## config.mk

```make
export PLATFORM = sky130hd
export DESIGN_NAME = multicycle_ctrl
export DESIGN_NICKNAME = d
export VERILOG_FILES = /design/src/rtl/multicycle_ctrl.sv
export SDC_FILE = /design/constraint.sdc
export NUM_CORES = 1
export LEC_CHECK = 0
export ABC_AREA = 1
export BUFFER_PORTS_ARGS = -buffer_cell sky130_fd_sc_hd__buf_2
export CAP_MARGIN = 30
export CORE_MARGIN = 2
export CORE_UTILIZATION = 50
export CTS_CLUSTER_DIAMETER = 40
export DETAILED_ROUTE_END_ITERATION = 8
export PLACE_DENSITY = 0.73
export RECOVER_POWER = 50
export SETUP_SLACK_MARGIN = 0.3
export SKIP_CTS_REPAIR_TIMING = 1
export SLEW_MARGIN = 20
export SYNTH_ARGS = -nofsm -noshare
export SYNTH_HDL_FRONTEND = slang
export SYNTH_SLANG_ARGS = --single-unit
```

## constraint.sdc

```tcl
create_clock -name clk -period 2 [get_ports clk]
set_clock_uncertainty 0.15 [all_clocks]
set_input_delay 0.2 -clock clk [delete_from_list [all_inputs] [get_ports clk]]
set_output_delay 0.2 -clock clk [all_outputs]
set_load 0.005 [all_outputs]
```

## src/rtl/multicycle_ctrl.sv

```systemverilog
// Multi-cycle sequencer for the 8-bit datapath: owns the PC and steps each
// instruction through FETCH/DECODE/EXEC/MEM/WB with Moore control outputs.
module multicycle_ctrl #(
    parameter logic [7:0]  PC_RESET    = 8'h00,
    parameter int unsigned MEM_TIMEOUT = 15
) (
    input  logic        clk,
    input  logic        rst_n,
    input  logic        start,
    input  logic [2:0]  opcode,
    input  logic        mem_ready,
    output logic [7:0]  pc,
    output logic        ir_load,
    output logic [2:0]  alu_opcode,
    output logic        sourceALU,
    output logic        regDestination,
    output logic        memory_read,
    output logic        memoryWrite,
    output logic        memory_to_register,
    output logic        register_write,
    output logic        busy,
    output logic        halted,
    output logic        fault,
    output logic [15:0] instr_count
);

    typedef enum logic [2:0] {
        S_IDLE, S_FETCH, S_DECODE, S_EXEC, S_MEM, S_WB, S_HALTED, S_FAULT
    } state_t;

    localparam logic [2:0] OP_LW        = 3'b101;
    localparam logic [2:0] OP_SW        = 3'b110;
    localparam logic [2:0] OP_HALT      = 3'b111;
    localparam logic [7:0] TIMEOUT_LAST = 8'(MEM_TIMEOUT - 1);

    state_t      state, state_nxt;
    logic [2:0]  op_q;
    logic [7:0]  wait_cnt;
    logic        retire, pc_step, restart;
    logic        alu_phase;

    always_comb begin
        state_nxt = state;
        retire    = 1'b0;
        pc_step   = 1'b0;
        restart   = 1'b0;
        case (state)
            S_IDLE, S_HALTED: begin
                if (start) begin
                    state_nxt = S_FETCH;
                    restart   = 1'b1;
                end
            end
            S_FETCH:  state_nxt = S_DECODE;
            S_DECODE: begin
                // Decision uses the live opcode, which is being latched this cycle
                if (opcode == OP_HALT) begin
                    state_nxt = S_HALTED;
                    retire    = 1'b1;
                end else begin
                    state_nxt = S_EXEC;
                end
            end
            S_EXEC:   state_nxt = (op_q == OP_LW || op_q == OP_SW) ? S_MEM : S_WB;
            S_MEM: begin
                if (mem_ready) begin
                    if (op_q == OP_LW) begin
                        state_nxt = S_WB;
                    end else begin
                        state_nxt = S_FETCH;
                        retire    = 1'b1;
                        pc_step   = 1'b1;
                    end
                end else if (wait_cnt == TIMEOUT_LAST) begin
                    state_nxt = S_FAULT;
                end
            end
            S_WB: begin
                state_nxt = S_FETCH;
                retire    = 1'b1;
                pc_step   = 1'b1;
            end
            S_FAULT:  state_nxt = S_FAULT;
            default:  state_nxt = S_IDLE;
        endcase
    end

    always_ff @(posedge clk or negedge rst_n) begin
        if (!rst_n) begin
            state       <= S_IDLE;
            pc          <= PC_RESET;
            instr_count <= 16'h0000;
            wait_cnt    <= 8'h00;
            op_q        <= 3'b000;
        end else begin
            state <= state_nxt;
            if (restart)
                pc <= PC_RESET;
            else if (pc_step)
                pc <= pc + 8'd1;
            if (retire && instr_count != 16'hFFFF)
                instr_count <= instr_count + 16'd1;
            if (state == S_DECODE)
                op_q <= opcode;
            // Clearing in EXEC restarts the count on every MEM entry
            if (state == S_EXEC)
                wait_cnt <= 8'h00;
            else if (state == S_MEM && !mem_ready)
                wait_cnt <= wait_cnt + 8'd1;
        end
    end

    // ALU select and B-operand source stay stable until write-back completes
    assign alu_phase = (state == S_EXEC) || (state == S_MEM) || (state == S_WB);

    always_comb begin
        ir_load            = (state == S_FETCH);
        alu_opcode         = 3'b000;
        sourceALU          = 1'b0;
        regDestination     = 1'b0;
        memory_read        = 1'b0;
        memoryWrite        = 1'b0;
        memory_to_register = 1'b0;
        register_write     = 1'b0;
        if (alu_phase) begin
            alu_opcode = op_q[2] ? 3'b000 : op_q;
            sourceALU  = op_q[2];
        end
        if (state == S_MEM) begin
            memory_read = (op_q == OP_LW);
            memoryWrite = (op_q == OP_SW);
        end
        if (state == S_WB) begin
            register_write     = 1'b1;
            regDestination     = ~op_q[2];
            memory_to_register = (op_q == OP_LW);
        end
        busy   = !(state == S_IDLE || state == S_HALTED || state == S_FAULT);
        halted = (state == S_HALTED);
        fault  = (state == S_FAULT);
    end

endmodule

```

* Yosys cells after proc, flatten, opt, wreduce, memory -nomap -nowiden
Cells that the tools add are included.
Widths: inputs -> output; s select.
** Operators by class
- Add/subtract/negate cells :: 3
- Multipliers :: 0
- Div/mod/pow operators :: 0
- Magnitude comparators :: 0
- Equality and inequality tests :: 14
- Shifts and indexed selects :: 0
- Muxes and demuxes :: 26
- Bitwise operators :: 1
- Reduce and logical (&&, ||, !) cells :: 14
** Operator list (number)
- $mux 8 :: 4
- $eq 3x3->1 const B :: 7
- $pmux 3 s7 :: 1
- $add 16x1->16 const B :: 1
- $add 8x1->8 const B :: 2
- $ne 16x16->1 const B :: 1
- $mux 3 :: 5
- $mux 1 :: 12
- $eq 8x4->1 const B :: 1
- $eq 3x2->1 const B :: 2
- $logic_or 1x1->1 :: 5
- $mux 2 :: 2
- $reduce_bool 2->1 :: 2
- $eq 3x1->1 const B :: 1
- $logic_not 3->1 :: 1
- $ne 3x3->1 const B :: 1
- $pmux 1 s3 :: 1
- $logic_and 1x1->1 :: 2
- $logic_not 1->1 :: 2
- $ne 2x2->1 const B :: 1
- $pmux 1 s2 :: 1
- $reduce_and 2->1 :: 1
- $reduce_or 2->1 :: 1
- $not 1->1 :: 1
** Word-level totals
- Flip-flop bits (word level) :: 38
- Latch bits :: 0
- Memory bits (writable) :: 0
- Bits in read-only memories :: 0
- Input port bits :: 7
- Logic and storage cells :: 63
- Memories kept :: 0

* Logic depth before layout (Yosys ltp)
- Depth in word-level cells :: 6
- Depth in mapped cells :: 10
- Gate-level depth less buffers :: 9

* Least setup slack after synthesis
Ideal clock, no wire load.
- Kind :: register to register
- From :: register instr_count[0]
- To :: register instr_count[12]
- Setup time :: 65 ps
- Data arrival time :: 1380 ps
- Setup slack :: 405 ps
- Stages on the path, launching flop included :: 9
- Path buffers :: 1
- Cell sequence :: dfrtp_1 -> ha_1 -> inv_1 -> nor2_4 -> nand4_4 -> nand2_4 -> buf_8 -> nand2_1 -> nand2_1
** On the way
- Cells in the longest elaborated chain, start to end :: 2
- Elaborated cells on any way between the ends :: 3
- Classes of those cells :: 1 x add/sub; 1 x eq/ne; 1 x reduce/logical
** RTL lines
- start, declared :: RTL line 24 : output logic [15:0] instr_count
- start signal, assigned :: RTL line 102 : instr_count <= instr_count + 16'd1;
- branches (longest 2 deep; another with $add 16x1->16)
Parallel ways; which one is timed is not known.
A chain may end at the register's enable or synchronous reset.

* Worst setup path in the final report
- From :: register state[1]
- To :: output port alu_opcode[1]
** On the way
- Cells in the longest elaborated chain, start to end :: 4
- Elaborated cells on any way between the ends :: 6
- Classes of those cells :: 3 x eq/ne; 1 x mux; 2 x reduce/logical
** RTL lines
- start, declared :: RTL line 36 : state_t state, state_nxt;
- start signal, assigned :: RTL line 96 : state <= state_nxt;
- $eq 3x2->1 or $eq 3x3->1 (tied branches) :: RTL line 114 : assign alu_phase = (state == S_EXEC) || (state == S_MEM) || (state == S_WB);
- $logic_or 1x1->1 :: RTL line 114
- $logic_or 1x1->1 * :: RTL line 114
- $mux 2 * :: RTL line 125 : if (alu_phase) begin
- end, declared :: RTL line 14 : output logic [2:0] alu_opcode,
Every way passes the cells marked *; elsewhere a longest branch is shown, timed or not.

==> reports/qor.yml <==
outcome: "complete, but fails checks"
violations: "negative hold slack"
cellPowerDensity_nw_per_um2: 449
insertedDiodeCount: 0
synth-seq-cells: 38
area_after_detailed_placement_um2: 2670
ys_types: 32
post_synth_and_or_nand_nor_area_fraction_pct: 41.2
power.share.switching_pct: 21.8
design.die.area_um2: 5390
worstSetupStartpoint: "state[1]"
detail_route.wl_per_cell_um: 12.2
synth_sequential_area_ratio_pct: 39.5
cts-root-to-sink-buffers: 2
hold_violations: 1
wl_um: 5360
dieHeight_um: 73.4
overflow: 0
postRouteAntennaNets: 0
total_switching_power_w: 0.000282
maxCapViolCount: 0
totalNegativeSetupSlack_ps: 0
die-width_um: 73.4
max_slew_margin_pct: 38.1
worstMarginPinSlew_ps: 929
first_global_vias: 2071
port_buffers: 42
number_of_antenna_violations_at_the_first_check_in_global_routing: 0
timing.critical_path.required_ps: 1650
synth_top_family_by_area: "simple AND/OR/NAND/NOR gates"
r2r-start: "instr_count[0]"
synth_cells: 329
post-route-drc-count: 0
n_fill_cell: 444
synth.mux.area_fraction_pct: 0
cts_root_buffer: "sky130_fd_sc_hd__clkbuf_8"
netlist_area_um2: 2410
gp_congestion: 0.883
first_pass_grt_wire_length_um: 8880
synth_compound_gate_area_share_pct: 4.63
clock_sinks: 38
final_min_period_over_clock_period_pct: 83.3
dominantRegCellSynth: "sky130_fd_sc_hd__dfrtp_1"
edff_count_synth: 0
worst_hold_class: "primary input to flip-flop"
gr-usage-all-layers_pct: 20.8
r2r_cells: 7
yosysTopAreaCellShare_pct: 39.5
design.portCount: 44
tritoncts: "done"
synth-adder-area-share_pct: 2.08
setup-violations-final: 0
ys_async_rst_share_pct: 100
area_delta_synth_final_pct: 19.6
detailedPlacementHpwl_um: 3830
fmax_mhz: 600
period_minus_slack_ps: 1670
cts-buffers-inserted: 5
share_clk_of_total_power_pct: 38.2
cell_internal_pwr_w: 0.00101
drt-initial-drc-count: 151
share_of_cells_above_drive_strength_1_pct: 24.3
floorplan.initialDensity_pct: 51.3
synth-xor-area-share_pct: 5.82
num_rows: 25
largest_net_degree_at_the_start_of_global_routing: 39
critPathKind: "flip-flop to output pin"
finish.net_count: 398
grt_setup_unrepaired: "true"
synth_top_cell_by_area: "sky130_fd_sc_hd__dfrtp_1"
coreArea_um2: 4690
start_kind: "flip-flop"
layout.cell_area.non_filler_um2: 2880
yosys_warnings: 0
worst_ir_drop_vdd_mv: 0.368
leakage_component_of_the_power_nw: 1.51
synth.avg_cell_area_um2: 7.32
post_drt_via_cell_ratio: 5.24
synth.top_cells.by_area: "sky130_fd_sc_hd__dfrtp_1 (40%), sky130_fd_sc_hd__nand2_1 (17%), sky130_fd_sc_hd__nand3_1 (7.3%)"
path_max_fanout: 6
setup.worst_path.end_class: "output pin"
clk_pin_slew_worst_paths_ps: 70
mappedNetlistNets: 340
critical_path_arrival_ps: 1320
fraction_of_the_core_area_covered_by_cells_at_the_end_of_the_flow_pct: 61.4
h-tree-depth: 2
timing.hold.ws_ps: -0.440
drt_first_pass_iters: 4
total_via_count_after_detailed_routing: 2312
reg2reg_to: "instr_count[8]"
setup.reg_to_reg.worst_slack_ps: 350
share_comb_of_total_power_pct: 2.2
clk_latency_ps: 290
slew_viol_final: 0
crit_end: "alu_opcode[1]"
seqPwrFrac_pct: 59.6
==> critical path: stages (launching register included) <==
cell                      delay [ps]
sky130_fd_sc_hd__dfrtp_2         450
sky130_fd_sc_hd__inv_2           100
sky130_fd_sc_hd__nand2_1          60
sky130_fd_sc_hd__inv_2            70
sky130_fd_sc_hd__nor2_2           50
sky130_fd_sc_hd__nor3_2          160
sky130_fd_sc_hd__buf_2           130
==> cell families after synthesis <==
| group | Yosys count |
|---|---|
| AOI/OAI and AO/OA | 18 |
| xor gates and xnor gates | 16 |
| adders and majority gates | 4 |
| buffers and inverters | 38 |
| DFF | 38 |
| other | 1 |
| and+or+nand+nor | 214 |
==> flip-flops by register name, summed over array words and instances, names as in the netlist <==
signal	cells
instr_count	16
op_q	3
pc	8
state	3
wait_cnt	8
==> cell usage after synthesis, types with 2 or more instances <==
library cell              count
sky130_fd_sc_hd__a21oi_1      2
sky130_fd_sc_hd__dfrtp_1     38
sky130_fd_sc_hd__ha_1         4
sky130_fd_sc_hd__inv_1       33
sky130_fd_sc_hd__inv_2        2
sky130_fd_sc_hd__nand2_1    111
sky130_fd_sc_hd__nand2_2      6
sky130_fd_sc_hd__nand3_1     35
sky130_fd_sc_hd__nand3_2      3
sky130_fd_sc_hd__nand4_1     11
sky130_fd_sc_hd__nor2_1      32
sky130_fd_sc_hd__nor2_2       3
sky130_fd_sc_hd__nor2_4       2
sky130_fd_sc_hd__nor3_1       4
sky130_fd_sc_hd__o21ai_0     12
sky130_fd_sc_hd__xnor2_1      8
sky130_fd_sc_hd__xor2_1       8
==> placed cells by master, fill, tap and decap left out, types with 2 or more instances in the layout <==
| master | n |
|---|---|
| sky130_fd_sc_hd__nor2_4 | 3 |
| sky130_fd_sc_hd__nor2_1 | 26 |
| sky130_fd_sc_hd__inv_2 | 5 |
| sky130_fd_sc_hd__nand2_2 | 8 |
| sky130_fd_sc_hd__buf_4 | 7 |
| sky130_fd_sc_hd__nand3_1 | 35 |
| sky130_fd_sc_hd__nand4_1 | 11 |
| sky130_fd_sc_hd__buf_2 | 37 |
| sky130_fd_sc_hd__inv_1 | 30 |
| sky130_fd_sc_hd__clkbuf_8 | 5 |
| sky130_fd_sc_hd__ha_1 | 3 |
| sky130_fd_sc_hd__nand2_8 | 2 |
| sky130_fd_sc_hd__nand3_2 | 3 |
| sky130_fd_sc_hd__nor2_2 | 8 |
| sky130_fd_sc_hd__xnor2_1 | 8 |
| sky130_fd_sc_hd__clkbuf_1 | 4 |
| sky130_fd_sc_hd__nor3_1 | 3 |
| sky130_fd_sc_hd__dfrtp_1 | 34 |
| sky130_fd_sc_hd__dfrtp_2 | 4 |
| sky130_fd_sc_hd__xor2_1 | 8 |
| sky130_fd_sc_hd__nand2_1 | 109 |
| sky130_fd_sc_hd__o21ai_0 | 11 |
| sky130_fd_sc_hd__clkinv_2 | 2 |
| sky130_fd_sc_hd__a21oi_1 | 2 |
==> worst min-delay path by stage <==
stage | to | slack, ps | depth (start not counted) | start
final | op_q[1] | -0.4 | 3 | opcode[1]
after global routing | op_q[2] | 20 | 3 | opcode[2]
after CTS | instr_count[8] | -180 | 2 | rst_n
after detailed placement | instr_count[3] | 140 | 2 | rst_n
after global placement | instr_count[1] | 130 | 2 | rst_n
after floorplan | instr_count[0] | -250 | 0 | rst_n
==> power by group through the flow <==
stage | sequential [W] | clock, W | combinational, W
2_1_floorplan | 0.000785 | 0 | 0.00000483
6_report | 0.000770 | 0.000494 | 0.0000287
3_3_place_gp | 0.000785 | 0 | 0.0000294
4_1_cts | 0.000770 | 0.000515 | 0.0000298
3_5_place_dp | 0.000785 | 0 | 0.0000299
5_1_grt | 0.000770 | 0.000543 | 0.0000341
==> through the flow <==
stage	hold WS [ps]	setup WS, ps	total power, W	cells
2_1_floorplan	-246	405	0.000790	329
3_3_place_gp	130	323	0.000814	424
3_5_place_dp	136	305	0.000815	424
4_1_cts	-184	15.0	0.00132	431
5_1_grt	15.6	216	0.00135	441
6_report	-0.440	333	0.00129	441
==> cell type report <==
type / instances / area, um^2 / area share, %
clock buffer: 5 / 68.8 / 2.39
inverter: 36 / 138 / 4.78
timing repair buffer: 51 / 272 / 9.43
multi-input combinational: 255 / 1370 / 47.5
sequential: 38 / 956 / 33.2
tap: 54 / 67.6 / 2.35
clock inverter: 2 / 10.0 / 0.348
==> layer usage <==
layer	track usage (%)	vias up	wire length, um
met5	0	-	0
li1	-	1169	-
met3	4.12	2	227
met4	7.27	0	27
met1	27.3	1086	2560
met2	34.4	55	2550
No activity file was read; power rests on OpenSTA's default activity.
